===== src/rtl/instr_decode_pkg.sv =====
// Shared definitions for the instruction decode stage: opcodes, ALU select
// encodings, the decoded-entry record and the buffer occupancy states.
package instr_decode_pkg;

  localparam logic [7:0] OP_LOADI = 8'h00;
  localparam logic [7:0] OP_MOV   = 8'h01;
  localparam logic [7:0] OP_ADD   = 8'h02;
  localparam logic [7:0] OP_SUB   = 8'h03;
  localparam logic [7:0] OP_AND   = 8'h04;
  localparam logic [7:0] OP_OR    = 8'h05;

  localparam logic [2:0] ALU_FWD = 3'b000;
  localparam logic [2:0] ALU_ADD = 3'b001;
  localparam logic [2:0] ALU_AND = 3'b010;
  localparam logic [2:0] ALU_OR  = 3'b011;

  // Register fields are kept at full 8-bit field width; the stage trims them
  // to the configured register-address width on output.
  typedef struct packed {
    logic [2:0] aluop;
    logic       we;
    logic [7:0] wreg;
    logic [7:0] rreg1;
    logic [7:0] rreg2;
    logic [7:0] imm;
    logic       imm_sel;
    logic       neg_sel;
    logic       illegal;
  } dec_entry_t;

  typedef enum logic [1:0] {
    OCC_EMPTY = 2'd0,
    OCC_ONE   = 2'd1,
    OCC_TWO   = 2'd2
  } occ_t;

endpackage


===== src/rtl/instr_decode_stage_op_decode.sv =====
// Combinational opcode decoder: 32-bit instruction word -> decoded-entry record,
// including legality checks on opcode and register-field range.
module op_decode
  import instr_decode_pkg::*;
#(
  parameter int unsigned REG_ADDR_W = 3
) (
  input  logic [31:0] i_instr,
  output dec_entry_t  o_dec
);

  logic [7:0] w_op;
  logic [7:0] w_dest;
  logic [7:0] w_src1;
  logic [7:0] w_src2;
  logic       w_is_imm;
  logic       w_op_bad;
  logic       w_reg_bad;

  assign w_op   = i_instr[31:24];
  assign w_dest = i_instr[23:16];
  assign w_src1 = i_instr[15:8];
  assign w_src2 = i_instr[7:0];

  assign w_is_imm = (w_op == OP_LOADI);

  // SRC2 doubles as the immediate for loadi, so its upper bits are only
  // meaningful as a register address for the register-operand opcodes.
  assign w_reg_bad = ((w_dest >> REG_ADDR_W) != 8'd0) ||
                     ((w_src1 >> REG_ADDR_W) != 8'd0) ||
                     (!w_is_imm && ((w_src2 >> REG_ADDR_W) != 8'd0));

  always_comb begin
    o_dec         = '0;
    w_op_bad      = 1'b0;
    o_dec.wreg    = w_dest;
    o_dec.rreg1   = w_src1;
    o_dec.rreg2   = w_src2;
    o_dec.imm     = w_src2;

    case (w_op)
      OP_LOADI: begin
        o_dec.aluop   = ALU_FWD;
        o_dec.imm_sel = 1'b1;
        o_dec.we      = 1'b1;
      end
      OP_MOV: begin
        o_dec.aluop = ALU_FWD;
        o_dec.we    = 1'b1;
      end
      OP_ADD: begin
        o_dec.aluop = ALU_ADD;
        o_dec.we    = 1'b1;
      end
      OP_SUB: begin
        o_dec.aluop   = ALU_ADD;
        o_dec.neg_sel = 1'b1;
        o_dec.we      = 1'b1;
      end
      OP_AND: begin
        o_dec.aluop = ALU_AND;
        o_dec.we    = 1'b1;
      end
      OP_OR: begin
        o_dec.aluop = ALU_OR;
        o_dec.we    = 1'b1;
      end
      default: w_op_bad = 1'b1;
    endcase

    if (w_op_bad || w_reg_bad) begin
      o_dec.aluop   = ALU_FWD;
      o_dec.we      = 1'b0;
      o_dec.imm_sel = 1'b0;
      o_dec.neg_sel = 1'b0;
      o_dec.illegal = 1'b1;
    end
  end

endmodule


===== src/rtl/instr_decode_stage.sv =====
// Decode stage between fetch and ALU/regfile: 2-entry skid buffer with
// registered INSTR_READY. Optional retired counter under `INSTR_COUNT_EN.
module instr_decode_stage
  import instr_decode_pkg::*;
#(
  parameter int unsigned REG_ADDR_W = 3
`ifdef INSTR_COUNT_EN
  ,
  parameter int unsigned CNT_W = 16
`endif
) (
  input  logic                  CLK,
  input  logic                  RESET_N,
  input  logic                  INSTR_VALID,
  input  logic [31:0]           INSTR,
  output logic                  INSTR_READY,
  output logic                  DEC_VALID,
  input  logic                  DEC_READY,
  output logic [2:0]            ALUOP,
  output logic                  WRITEENABLE,
  output logic [REG_ADDR_W-1:0] WRITEREG,
  output logic [REG_ADDR_W-1:0] READREG1,
  output logic [REG_ADDR_W-1:0] READREG2,
  output logic [7:0]            IMMEDIATE,
  output logic                  IMM_SEL,
  output logic                  NEG_SEL,
  output logic                  ILLEGAL
`ifdef INSTR_COUNT_EN
  ,
  output logic [CNT_W-1:0]      INSTR_COUNT
`endif
);

  dec_entry_t w_dec;
  dec_entry_t r_out;
  dec_entry_t r_skid;
  occ_t       r_state;
  occ_t       w_state_nxt;
  logic       r_rdy;
  logic       w_accept;
  logic       w_emit;
  logic       w_load_out;
  logic       w_load_skid;
  logic       w_skid_to_out;

  op_decode #(
    .REG_ADDR_W(REG_ADDR_W)
  ) u_op_decode (
    .i_instr(INSTR),
    .o_dec  (w_dec)
  );

  assign w_accept = INSTR_VALID && r_rdy;
  assign w_emit   = (r_state != OCC_EMPTY) && DEC_READY;

  always_comb begin
    w_state_nxt   = r_state;
    w_load_out    = 1'b0;
    w_load_skid   = 1'b0;
    w_skid_to_out = 1'b0;
    case (r_state)
      OCC_EMPTY: begin
        if (w_accept) begin
          w_state_nxt = OCC_ONE;
          w_load_out  = 1'b1;
        end
      end
      OCC_ONE: begin
        if (w_accept && w_emit) begin
          w_load_out = 1'b1;
        end else if (w_accept) begin
          w_state_nxt = OCC_TWO;
          w_load_skid = 1'b1;
        end else if (w_emit) begin
          w_state_nxt = OCC_EMPTY;
        end
      end
      OCC_TWO: begin
        if (w_emit) begin
          w_state_nxt   = OCC_ONE;
          w_skid_to_out = 1'b1;
        end
      end
      default: w_state_nxt = OCC_EMPTY;
    endcase
  end

  // Ready is registered from the next occupancy so it never depends
  // combinationally on DEC_READY; it stays high throughout reset.
  always_ff @(posedge CLK or negedge RESET_N) begin
    if (!RESET_N) begin
      r_state <= OCC_EMPTY;
      r_rdy   <= 1'b1;
      r_out   <= '0;
      r_skid  <= '0;
    end else begin
      r_state <= w_state_nxt;
      r_rdy   <= (w_state_nxt != OCC_TWO);
      if (w_load_out) begin
        r_out <= w_dec;
      end else if (w_skid_to_out) begin
        r_out <= r_skid;
      end
      if (w_load_skid) begin
        r_skid <= w_dec;
      end
    end
  end

  assign INSTR_READY = r_rdy;
  assign DEC_VALID   = (r_state != OCC_EMPTY);
  assign ALUOP       = r_out.aluop;
  assign WRITEENABLE = r_out.we;
  assign WRITEREG    = r_out.wreg[REG_ADDR_W-1:0];
  assign READREG1    = r_out.rreg1[REG_ADDR_W-1:0];
  assign READREG2    = r_out.rreg2[REG_ADDR_W-1:0];
  assign IMMEDIATE   = r_out.imm;
  assign IMM_SEL     = r_out.imm_sel;
  assign NEG_SEL     = r_out.neg_sel;
  assign ILLEGAL     = r_out.illegal;

  // Upper register-field bits only feed the legality check at decode time.
  logic w_unused_hi;
  assign w_unused_hi = &{1'b0, r_out.wreg[7:REG_ADDR_W],
                         r_out.rreg1[7:REG_ADDR_W], r_out.rreg2[7:REG_ADDR_W]};

`ifdef INSTR_COUNT_EN
  logic [CNT_W-1:0] r_count;

  always_ff @(posedge CLK or negedge RESET_N) begin
    if (!RESET_N) begin
      r_count <= '0;
    end else if (w_emit && !r_out.illegal) begin
      r_count <= r_count + 1'b1;
    end
  end

  assign INSTR_COUNT = r_count;
`endif

endmodule


===== config.mk =====
export PLATFORM = sky130hd
export DESIGN_NAME = instr_decode_stage
export DESIGN_NICKNAME = d
export VERILOG_FILES = /design/src/rtl/instr_decode_pkg.sv /design/src/rtl/instr_decode_stage_op_decode.sv /design/src/rtl/instr_decode_stage.sv
export SDC_FILE = /design/constraint.sdc
export NUM_CORES = 1
export LEC_CHECK = 0
export ABC_CLOCK_PERIOD_IN_PS = 1670
export BUFFER_PORTS_ARGS = -buffer_cell sky130_fd_sc_hd__clkbuf_2
export CORE_UTILIZATION = 30
export CTS_BUF_LIST = sky130_fd_sc_hd__clkbuf_8 sky130_fd_sc_hd__clkbuf_16
export DETAILED_ROUTE_END_ITERATION = 12
export GPL_ROUTABILITY_DRIVEN = 0
export HOLD_SLACK_MARGIN = 0.03
export SLEW_MARGIN = 20
export SYNTH_ARGS = -nofsm -noshare
export SYNTH_HDL_FRONTEND = slang
export SYNTH_SLANG_ARGS = --single-unit
export TNS_END_PERCENT = 10

===== constraint.sdc =====
create_clock -name CLK -period 1.67 [get_ports CLK]
set_input_delay 0.334 -clock CLK [delete_from_list [all_inputs] [get_ports CLK]]
set_output_delay 0.334 -clock CLK [all_outputs]
set_load 0.02 [all_outputs]

==> metrics.txt, run 1 <==
aggregate global-route resource usage 0.145; die area 6740 sq um; CTS H-tree depth 2; TritonCTS buffer count 5; Most used DFF post-synth dfrtp_1; cell row count 28; Ports 62; Post-synth EDFFs 0; syn_nets 228; Switching Fraction 0.377; top cells by count, synth 50 x nand2_1, 42 x dfrtp_1, 14 x a21o_1; switching power total 1.41 mW; drt wl/cell 13.4 microns; Iter 0 DRT Violations 99; slowest stage cell, crit path or4_1; overall die width 82.1 microns; Min-Delay Path Class in2reg; Clock Power Share 0.180; Routed Antenna Nets 0; worst reg2reg startpoint INSTR_READY; critical path arrival 1.77 ns; RSZ-0062 raised after global routing false; Hold Slack 0.254 ns; min-delay src INSTR[18]; clk_lat worst skew 0.29 ns; pin count of the biggest net entering global routing 44; Synth cell types 33; # nets final 301; CP cell instances clkbuf_2, or4_1, o21a_1, or3_4, o31ai_1; Seq cells post-synth 43; Crit. Startpoint INSTR[3]; initial core utilization 0.318; total power 3.74 mW; Chip Height 82.1 microns; WP buf/inv 1; Internal 2.33 mW; initial antenna violation count 0; delay-heaviest family, CP simple AND/OR/NAND/NOR gates; Seq/Total Area, Yosys 0.560; setup violators final 0; Routed Wire Length 4.56 mm; Mapped Avg Cell Area 10.0 sq um; met2 Resource Use GR 0.248; CTS max path bufs 2; share of layout cells above drive strength 1 0.351; Static Leak 1.34 nW; CTS root buf clkbuf_8; Finished Core Util 0.414; CP Capture Type flip-flop; Flop pwr share 0.440; Layout fillers 627; cell count after synthesis 192; CP max FO 5; Hold Vio Cnt, Final 0; Area Growth Syn to Fin 30.3%; Avg Vias per Cell 4.70; pwr dens 1490 nW/um^2; async set or reset register ratio after synthesis 1.00; area taken by multi-input logic gates 787 sq um; Synth warnings 0; vias in the first global route 1564; crit path kind in2reg; Combinational Power Share 0.380; total inserted antenna cells 0; largest area contributor in the netlist dfrtp_1; Final min period 1.57 ns; Sink Count 43; Max IR drop VDD 0.000774 V; Mapped Area 1920 sq um; first-pass GRT wire length 7.40 mm; Detail Placement HPWL 3.26 mm; routing usage on met1 0.187; Final Cycle Share 0.940; Worst-path clk slew 0.08 ns; Worst EP required 1.87 ns; grt peak-use layer met2; grt met3 use 0.0275; Max Clock Skew 0.00304 ns; CP startpoint kind input pin; drt drc 0; max-cap violations 0; status complete, no violations; IO buf count 60; Slew Viols, Final 0; top-count cell post-synth nand2_1; fmax 637 MHz; setup TNS 0 ns; GRT Residual Overflow 0; Yosys top cell area share 0.546; slowest stage delay, CP 0.53 ns; core area 6060 sq um; ranking of synthesized cells by area dfrtp_1 55%, nand2_1 9.8%, a22o_1 5.9%; CTS tree yes; TritonRoute pass-1 iters 4; via count 1598; FF/Latch Area 1080 sq um
==> per-stage QoR <==
stage	setup WS, ns	instance area (sq um)	std cells
after global placement	-0.193	2400	332
after CTS	0.0873	2500	340
after global routing	0.0436	2510	340
final	0.0995	2510	340
after detailed placement	-0.215	2400	332
after floorplan	-0.0203	1930	192
==> cells in the final DEF (no fill, tap or decap), types with 3 or more instances in the layout <==
cell,instances
clkbuf_2,60
nand2_1,50
dfrtp_1,42
buf_4,17
a21o_1,14
a22o_1,13
a21oi_1,7
nor2_1,6
nor2b_1,6
clkbuf_8,6
nor4_1,4
or4_1,3
a211oi_1,3
mux2i_1,3
==> logic make-up after synthesis <==
logic type,synth area share
AOI/OAI and AO/OA,0.189
and+or+nand+nor,0.198
DFF,0.560
muxes,0.0156
other,0.00195
buffers and inverters,0.0351
==> path summary, 6_finish.rpt <==
kind,end,slack [ns],cells after the start
worst min register to register,r_skid[7],0.48,2
worst min-delay path,r_skid[29],0.25,3
min in group asynchronous,READREG2[0],0.55,3
worst max-delay path,r_skid[1],0.1,5
max in group asynchronous,INSTR_READY,0.84,3
worst max register to register,ALUOP[1],0.17,5
==> registers in the layout (all words and copies together), names as in the netlist <==
| register | flops |
|---|---|
| INSTR_READY | 1 |
| ILLEGAL | 1 |
| READREG1 | 3 |
| IMM_SEL | 1 |
| ALUOP | 2 |
| WRITEENABLE | 1 |
| READREG2 | 2 |
| NEG_SEL | 1 |
| r_state | 2 |
| r_skid | 20 |
| IMMEDIATE | 6 |
| WRITEREG | 3 |
==> layer usage <==
| metal | wire length (microns) | vias to the layer above |
|---|---|---|
| met5 | 0 | - |
| met4 | 50 | 0 |
| met3 | 156 | 4 |
| met2 | 2190 | 29 |
| met1 | 2160 | 753 |
| li1 | - | 812 |
==> worst min-delay path, stage by stage <==
cell      delay [ns]
clkbuf_2        0.09
nand2_1         0.04
nand2_1         0.05
==> cell type report <==
type,count,area share
Sequential cell,43,0.430
Multi-Input combinational cell,135,0.314
Timing Repair Buffer,79,0.183
Clock buffer,6,0.0329
Clock inverter,1,0.00200
Tap cell,75,0.0374
Inverter,1,0.00150
==> power by group through the flow <==
| stage | registers, mW | logic, mW | clock network (mW) |
|---|---|---|---|
| final | 1.64 | 1.42 | 0.674 |
| after global routing | 1.71 | 1.60 | 0.730 |
| after CTS | 1.65 | 1.45 | 0.694 |
| after global placement | 1.65 | 1.43 | 0 |
| after detailed placement | 1.67 | 1.45 | 0 |
| after floorplan | 1.88 | 0.725 | 0 |
==> repair_timing <==
action	in CTS	in global routing
setup endpoints to repair	0	1
setup buffers	0	0
gates resized for setup	0	1
hold buffers	1	0
hold endpoints to repair	42	0
No activity file was read; power rests on OpenSTA's default activity.
==> run 2: changes to the inputs <==
--- a/config.mk
+++ b/config.mk
@@ -7,6 +7,7 @@
 export LEC_CHECK = 0
 export ABC_CLOCK_PERIOD_IN_PS = 1670
 export BUFFER_PORTS_ARGS = -buffer_cell sky130_fd_sc_hd__clkbuf_2
+export CORE_MARGIN = 2
 export CORE_UTILIZATION = 30
 export CTS_BUF_LIST = sky130_fd_sc_hd__clkbuf_8 sky130_fd_sc_hd__clkbuf_16
 export DETAILED_ROUTE_END_ITERATION = 12
==> metrics.txt, run 2 (synthesized netlist as in run 1, its figures left out) <==
status complete, no violations; max reg flops 20; die area 7070 sq um; Reg with most FFs r_skid; critical path arrival 1.78 ns; FF/Latch Area 1080 sq um; area taken by multi-input logic gates 782 sq um; Final min period 1.58 ns; fmax 632 MHz; CP Capture Type flip-flop; share of layout cells above drive strength 1 0.346; slowest stage cell, crit path or4_1; drt wl/cell 12.8 microns; Max Clock Skew 0.00846 ns; slowest stage delay, CP 0.54 ns; Min-Delay Path Class in2reg; most frequent cells in the layout 60 x clkbuf_2, 50 x nand2_1, 42 x dfrtp_1; first-pass GRT wire length 7.57 mm; Static Leak 1.37 nW; CTS max path bufs 2; clk_lat worst skew 0.29 ns; Detail Placement HPWL 3.25 mm; Worst-path clk slew 0.08 ns; overall die width 84.1 microns; initial antenna violation count 0; via count 1630; CTS tree yes; most common cell after layout, fill and taps aside clkbuf_2; # nets final 301; Finished Core Util 0.410; Worst EP required 1.87 ns; routing usage on met1 0.175; total inserted antenna cells 0; Routed Antenna Nets 0; Post-CTS Setup Inserts 0; Routed Wire Length 4.40 mm; CP cell instances clkbuf_2, or4_1, o21a_1, or3_4, o31ai_1; CTS H-tree depth 2; pin count of the biggest net entering global routing 29; Max IR drop VDD 0.000666 V; CTS root buf clkbuf_8; Sink Count 43; IO buf count 60; TritonRoute pass-1 iters 4; TritonCTS buffer count 5; Slew Viols, Final 0; crit path kind in2reg; CP max FO 5; vias in the first global route 1612; CP startpoint kind input pin; max-cap violations 0; grt peak-use layer met2; Ports 62; met2 Resource Use GR 0.218; Avg Vias per Cell 4.75; Hold Vio Cnt, Final 0; setup violators final 0; WP buf/inv 1; pwr dens 1560 nW/um^2; Area Growth Syn to Fin 33.8%; Hold Slack 0.250 ns; Final Cycle Share 0.947; grt met3 use 0.0307; delay-heaviest family, CP simple AND/OR/NAND/NOR gates; RSZ-0062 raised after global routing false; core area 6280 sq um; initial core utilization 0.307; Layout fillers 633; Chip Height 84.1 microns; cell row count 29; Iter 0 DRT Violations 90; drt drc 0; aggregate global-route resource usage 0.135; GRT Residual Overflow 0
[run 2: cell types whose count changed in the layout (fill, tap and decap cells not counted)]
cell / before / now
bufinv_16: 0 / 2
o31ai_2: 1 / 0
o31ai_1: 1 / 2
clkinv_2: 1 / 0
buf_4: 17 / 15
inv_1: 1 / 2
buf_12: 1 / 3
clkbuf_8: 6 / 5
[run 2: what timing repair did]
item,4_1_cts,5_1_grt
hold buffers,1,0
setup endpoints to repair,0,0
endpoints found under the hold margin,15,0
gates resized for setup,0,0
[run 2: stage by stage]
step / setup slack [ns] / power (mW) / cell area (sq um) / instances / setup TNS [ns]
2_1_floorplan: -0.0203 / 2.60 / 1930 / 192 / -0.0406
3_3_place_gp: -0.220 / 3.11 / 2430 / 334 / -1.16
3_5_place_dp: -0.247 / 3.14 / 2430 / 334 / -1.11
4_1_cts: 0.0842 / 4.08 / 2570 / 343 / 0
5_1_grt: 0.0276 / 4.30 / 2570 / 343 / 0
6_report: 0.0887 / 4.02 / 2570 / 343 / 0
[run 2: path summary, 6_finish.rpt]
check / depth (start not counted) / slack [ns] / startpoint / endpoint
min in group asynchronous: 2 / 0.51 / RESET_N / r_skid[6]
max: 5 / 0.09 / INSTR[3] / r_skid[1]
min reg2reg: 1 / 0.48 / READREG1[2] / READREG1[2]
max reg2reg: 6 / 0.13 / INSTR_READY / READREG2[0]
min: 3 / 0.25 / INSTR[0] / r_skid[3]
max in group asynchronous: 3 / 0.57 / RESET_N / INSTR_READY
[run 2: worst reg2reg max path: stages (launching register included)]
cell and delay, ns:
dfstp_2 0.57, nand3b_1 0.11, nor2_2 0.14, buf_12 0.18, nor2_1 0.06, buf_4 0.18
a21o_1 0.19
[run 2: layer usage]
metal,wire (microns),vias up
met5,0,-
met4,49,0
met3,236,4
met1,2040,768
met2,2070,46
li1,-,812
[run 2: cell type report]
class	instances	share of cell area
inverters	1	0.00146
flip-flops and latches	43	0.418
repair buffers	79	0.188
clock inverters	3	0.0248
multi-input cells	135	0.304
well taps	77	0.0374
clock buffers	5	0.0267
[run 2: report_power, final]
group / leakage (nW) / internal [mW] / switching (mW)
logic: 0.760 / 0.606 / 0.841
clock network: 0.0695 / 0.592 / 0.339
registers: 0.537 / 1.42 / 0.221
